--- config.mk ---
export PLATFORM = sky130hd
export DESIGN_NAME = handshake_constant_check
export DESIGN_NICKNAME = d
export VERILOG_FILES = /design/src/rtl/handshake_constant_check.sv
export SDC_FILE = /design/constraint.sdc
export NUM_CORES = 1
export LEC_CHECK = 0
export CORE_ASPECT_RATIO = 1.4
export CORE_MARGIN = 8
export CORE_UTILIZATION = 40
export DETAILED_ROUTE_END_ITERATION = 7
export PLACE_DENSITY = 0.79
export SLEW_MARGIN = 20
export SYNTH_ARGS = -nofsm -noshare
export SYNTH_HDL_FRONTEND = slang
export SYNTH_SLANG_ARGS = --single-unit
--- constraint.sdc ---
create_clock -name clk -period 4.85 [get_ports clk]
set_input_delay 0.7275 -clock clk [delete_from_list [all_inputs] [get_ports clk]]
set_output_delay 0.7275 -clock clk [all_outputs]
set_load 0.02 [all_outputs]
--- src/rtl/handshake_constant_check.sv ---
// -----------------------------------------------------------------------------
// handshake_constant_check
//
// Sink-side checker for a constant-producing handshake edge. Each data token
// accepted on the elastic input is compared against CONST_VALUE. The 1-bit
// comparison result is buffered in a 2-entry FIFO and emitted as a dataless
// control token qualified by `match`. A saturating mismatch counter and a
// sticky error flag summarise the stream since the last reset.
//
// Parameters
//   DATA_WIDTH   width of the input data token
//   CONST_VALUE  expected token value, truncated/zero-extended to DATA_WIDTH
//   CNT_WIDTH    width of the saturating mismatch counter
//
// Ports
//   clk             in   clock, all state updates on rising edge
//   rst             in   asynchronous active-low reset
//   ins             in   data token
//   ins_valid       in   ins carries a token
//   ins_ready       out  block can accept a token this cycle
//   outs_valid      out  control token available
//   outs_ready      in   downstream accepts the control token
//   match           out  head token equalled CONST_VALUE (0 when no token)
//   mismatch_count  out  accepted non-matching tokens, saturating
//   error           out  sticky, set by the first mismatch
// -----------------------------------------------------------------------------
module handshake_constant_check #(
    parameter int DATA_WIDTH  = 32,
    parameter     CONST_VALUE = 32'h0000_0FF4,
    parameter int CNT_WIDTH   = 16
) (
    input  logic                  clk,
    input  logic                  rst,
    input  logic [DATA_WIDTH-1:0] ins,
    input  logic                  ins_valid,
    output logic                  ins_ready,
    output logic                  outs_valid,
    input  logic                  outs_ready,
    output logic                  match,
    output logic [CNT_WIDTH-1:0]  mismatch_count,
    output logic                  error
);

    localparam logic [DATA_WIDTH-1:0] CONST_D = DATA_WIDTH'(CONST_VALUE);

    // Result FIFO state
    logic       m0;
    logic       m1;
    logic [1:0] count;
    logic       rd_ptr;

    logic       wr_ptr;
    logic       push;
    logic       pop;
    logic       is_match;
    logic       head;

    // Slot after the last occupied entry: rd_ptr when empty, the other slot
    // when one entry is held. Never used when full because push is blocked.
    assign wr_ptr   = rd_ptr ^ count[0];

    assign is_match = (ins == CONST_D);
    assign head     = rd_ptr ? m1 : m0;

    // Ready/valid are pure decodes of registered occupancy, so there is no
    // combinational path from outs_ready to ins_ready. A pop while full frees
    // a slot only from the following cycle.
    assign ins_ready  = (count != 2'd2);
    assign outs_valid = (count != 2'd0);
    assign match      = outs_valid ? head : 1'b0;

    assign push = ins_valid  && ins_ready;
    assign pop  = outs_valid && outs_ready;

    always_ff @(posedge clk or negedge rst) begin
        if (!rst) begin
            m0             <= 1'b0;
            m1             <= 1'b0;
            count          <= 2'd0;
            rd_ptr         <= 1'b0;
            mismatch_count <= '0;
            error          <= 1'b0;
        end else begin
            if (push) begin
                if (wr_ptr) begin
                    m1 <= is_match;
                end else begin
                    m0 <= is_match;
                end
            end

            if (pop) begin
                rd_ptr <= ~rd_ptr;
            end

            case ({push, pop})
                2'b10:   count <= count + 2'd1;
                2'b01:   count <= count - 2'd1;
                default: count <= count;
            endcase

            if (push && !is_match) begin
                error <= 1'b1;
                if (mismatch_count != {CNT_WIDTH{1'b1}}) begin
                    mismatch_count <= mismatch_count + CNT_WIDTH'(1);
                end
            end
        end
    end

endmodule

==> flow_metrics.py <==
metrics = {
    "run_status": {
        "status": "finished clean",
    },
    "setup_path": {
        "regToRegStartpoint": "mismatch_count[0]",
        "critPathArrivalTime_ps": 2900,
        "worstPathMaxFanout": 12,
        "reg2reg_to": "mismatch_count[1]",
        "timing.reg2reg.worst_path_depth": 6,
        "endpoint_kind": "register",
        "critPathRequiredTime_ps": 5000,
        "worstSetupStartpointType": "input port",
        "timing.setup.critical_path_class": "in2reg",
        "r2r_slack_ps": 2920,
    },
    "final_layout": {
        "syn_to_final_growth_pct": 53.2,
        "stdcell_count": 203,
        "num_antenna_cells": 0,
        "finish.net_count": 205,
        "drive_gt1_share_pct": 6.63,
    },
    "synth": {
        "largest_family_of_logic_cells_by_synthesized_area": "simple AND/OR/NAND/NOR gates",
        "number_of_different_library_cells_in_the_post_synthesis_netlist": 32,
        "synth_xor_area_share_pct": 13.3,
        "yosysWarningCount": 0,
        "muxShareOfSynthArea_pct": 4.33,
        "seq_area_frac_synth_pct": 46.5,
        "synth_compound_area_share_pct": 4.75,
        "synthesis.instances": 109,
        "postSynthRegisterBits": 22,
        "post_syn_area_mm2": 0.00118,
        "post_synth_fa_ha_maj_area_fraction_pct": 2.11,
        "mean_instance_size_in_the_synthesized_netlist_um2": 10.9,
        "syn-num-nets": 147,
        "yosys.area_share.simple_pct": 27.0,
    },
    "clocking": {
        "cts_tree": "done",
        "clock-root-buffer": "sky130_fd_sc_hd__clkbuf_8",
        "clock-sinks": 22,
        "cts_resized": 0,
        "tritoncts.num_buffers": 3,
        "worst_skew_pair.late_latency_ps": 260,
        "clock_transition_at_the_registers_of_the_reported_paths_ps": 80,
        "cts_max_path_buffers": 2,
        "htree_num_levels": 1,
        "cts_hold_buf": 0,
        "cts.repair_timing.setup_buffer_count": 0,
    },
    "power": {
        "power_density_mw_per_mm2": 376,
        "power_switching_share_pct": 34.9,
        "combPwrFrac_pct": 41.1,
        "totalPowerFinal_mw": 0.682,
        "p_seq_share_pct": 39.6,
        "clock_network_fraction_of_design_power_pct": 19.2,
        "cellInternalPower_mw": 0.444,
        "p_sw_mw": 0.238,
        "irDropWorstVdd_mv": 0.268,
        "total_leakage_power_nw": 0.782,
    },
    "global_route": {
        "first_global_vias": 1145,
        "residual_overflow_from_global_routing": 0,
        "grt_pass1_wl_mm": 4.92,
        "groute.usage.overall_pct": 12.6,
        "grt_start_max_net_pins": 23,
        "antenna_found_initial": 0,
    },
    "route": {
        "route.detailed.drc": 0,
        "detail_route.first_pass.iterations": 4,
        "number_of_antenna_violating_nets_in_the_routed_design": 0,
        "drt_iter0_markers": 21,
        "wl_mm": 3.19,
        "vias": 1076,
        "vias_per_cell": 5.30,
        "avgRoutedWirePerCell_um": 15.7,
    },
    "placement": {
        "place.port_buffers": 55,
        "hpwl_detailed_mm": 2.52,
        "numPlacedInstances": 199,
        "routabilityCongestion": 0.739,
    },
    "sta": {
        "post_route_setup_tns_ps": 0,
        "post-route-period-util_pct": 56.6,
        "report.final.slew_viol_count": 0,
        "skew_ps": 6.23,
        "achievable-frequency_mhz": 364,
        "hold_ws_ps": 414,
        "final_hold_viol_count": 0,
        "period_needed_ps": 2750,
        "max_slew.worst_pin.slew_ps": 703,
        "setup-violations-final": 0,
        "slew_headroom_pct": 53.0,
        "grt_setup_unrepaired": "false",
    },
    "die": {
        "top_level_ports": 56,
        "fp.dieArea_mm2": 0.00498,
        "initial_core_util_pct": 41.6,
        "core_area_mm2": 0.00285,
        "die_height_um": 80.4,
        "std_cell_rows": 23,
        "horizontal_extent_of_the_die_um": 62,
    },
    "flow_run": {
        "max-cap-violations": 0,
    },
    "hold_path": {
        "hold_path.class": "in2async",
    },
}
-- Yosys cell counts --
cell	number	area share [%]
sky130_fd_sc_hd__ha_1	2	2.1
sky130_fd_sc_hd__inv_1	2	0.63
sky130_fd_sc_hd__and3_1	5	2.6
sky130_fd_sc_hd__nor2b_1	1	0.53
sky130_fd_sc_hd__mux2i_1	1	0.84
sky130_fd_sc_hd__and2_1	2	1.1
sky130_fd_sc_hd__nand4_1	6	3.2
sky130_fd_sc_hd__nor3_1	5	2.1
sky130_fd_sc_hd__and4bb_1	1	1.1
sky130_fd_sc_hd__nor2_1	5	1.6
sky130_fd_sc_hd__a311oi_1	1	0.74
sky130_fd_sc_hd__buf_6	1	0.95
sky130_fd_sc_hd__or4b_4	1	1.2
sky130_fd_sc_hd__nor4b_1	1	0.74
sky130_fd_sc_hd__o21ai_0	1	0.42
sky130_fd_sc_hd__nor4_1	5	2.6
sky130_fd_sc_hd__nand2b_1	3	1.6
sky130_fd_sc_hd__xor2_1	12	8.9
sky130_fd_sc_hd__and4_1	2	1.5
sky130_fd_sc_hd__nand2_1	7	2.2
sky130_fd_sc_hd__mux2_4	2	2.5
sky130_fd_sc_hd__a21o_1	1	0.63
sky130_fd_sc_hd__dfrtp_1	22	46
sky130_fd_sc_hd__xnor2_1	6	4.4
sky130_fd_sc_hd__nand3_1	5	2.1
sky130_fd_sc_hd__buf_2	1	0.42
sky130_fd_sc_hd__nor3b_1	2	1.3
sky130_fd_sc_hd__mux2_1	1	0.95
sky130_fd_sc_hd__nor2_2	2	1.1
sky130_fd_sc_hd__or4_1	1	0.63
sky130_fd_sc_hd__o31ai_1	1	0.63
sky130_fd_sc_hd__o41ai_4	1	2.3
-- worst max-delay path by stage --
stage / cells after the start / from / to / slack [ps]
floorplan: 5 / ins[13] / mismatch_count[1] / 2610
global placement: 6 / ins[17] / mismatch_count[14] / 1860
detailed placement: 6 / ins[17] / mismatch_count[1] / 1780
CTS: 6 / ins[17] / mismatch_count[14] / 2080
global route: 6 / ins[17] / mismatch_count[14] / 1920
finish: 6 / ins[17] / mismatch_count[14] / 2100
-- per-layer routing --
metal | vias up | wire, um | global-route usage, %
li1 | 508 | - | -
met4 | 0 | 46 | 4.81
met2 | 55 | 1420 | 21.6
met1 | 508 | 1320 | 13.9
met5 | - | 0 | 0
met3 | 5 | 404 | 3.51
-- registers in the layout, indices dropped and copies added (netlist names) --
| signal | cells |
|---|---|
| m0 | 1 |
| rd_ptr | 1 |
| mismatch_count | 16 |
| error | 1 |
| m1 | 1 |
| count | 2 |
-- cell type report --
type	count	area, um^2
flip-flops and latches	22	551
fillers	212	1030
multi-input cells	83	611
clock buffers	4	55.1
well taps	37	46.3
inverters	2	7.51
repair buffers	55	546
-- cell usage in the layout, fill, tap and decap left out, types with 3 or more instances in the layout --
master	count
sky130_fd_sc_hd__clkdlybuf4s50_1	54
sky130_fd_sc_hd__dfrtp_1	22
sky130_fd_sc_hd__xor2_1	12
sky130_fd_sc_hd__nand2_1	7
sky130_fd_sc_hd__nand4_1	6
sky130_fd_sc_hd__xnor2_1	6
sky130_fd_sc_hd__nor2_1	5
sky130_fd_sc_hd__and3_1	5
sky130_fd_sc_hd__nand3_1	5
sky130_fd_sc_hd__nor4_1	5
sky130_fd_sc_hd__nor3_1	5
sky130_fd_sc_hd__clkbuf_8	4
sky130_fd_sc_hd__nand2b_1	3
-- critical path, stage by stage --
cell,delay [ps]
sky130_fd_sc_hd__clkdlybuf4s50_1,390
sky130_fd_sc_hd__nor4_1,310
sky130_fd_sc_hd__nand4_1,230
sky130_fd_sc_hd__o41ai_4,760
sky130_fd_sc_hd__nor3_1,140
sky130_fd_sc_hd__mux2_1,340
-- power groups by stage --
| stage | Sequential (mW) | Combinational [mW] | Clock, mW |
|---|---|---|---|
| global placement | 0.272 | 0.277 | 0 |
| floorplan | 0.295 | 0.136 | 0 |
| CTS | 0.271 | 0.286 | 0.134 |
| global route | 0.276 | 0.306 | 0.141 |
| finish | 0.270 | 0.281 | 0.131 |
| detailed placement | 0.273 | 0.284 | 0 |
-- stage by stage --
stage               area (um^2)  worst slack [ps]  util [%]
CTS                        1820              2080      63.9
global route               1820              1920      63.7
global placement           1770              1860      62.0
finish                     1820              2100      63.7
detailed placement         1770              1780      62.0
floorplan                  1180              2610         -
-- cell families after synthesis --
logic type	Yosys count
adders and majority gates	2
buffers and inverters	4
and+or+nand+nor	54
muxes	4
AOI/OAI and AO/OA	5
DFF	22
xor gates and xnor gates	18
Power figures use the tool's default switching activity.
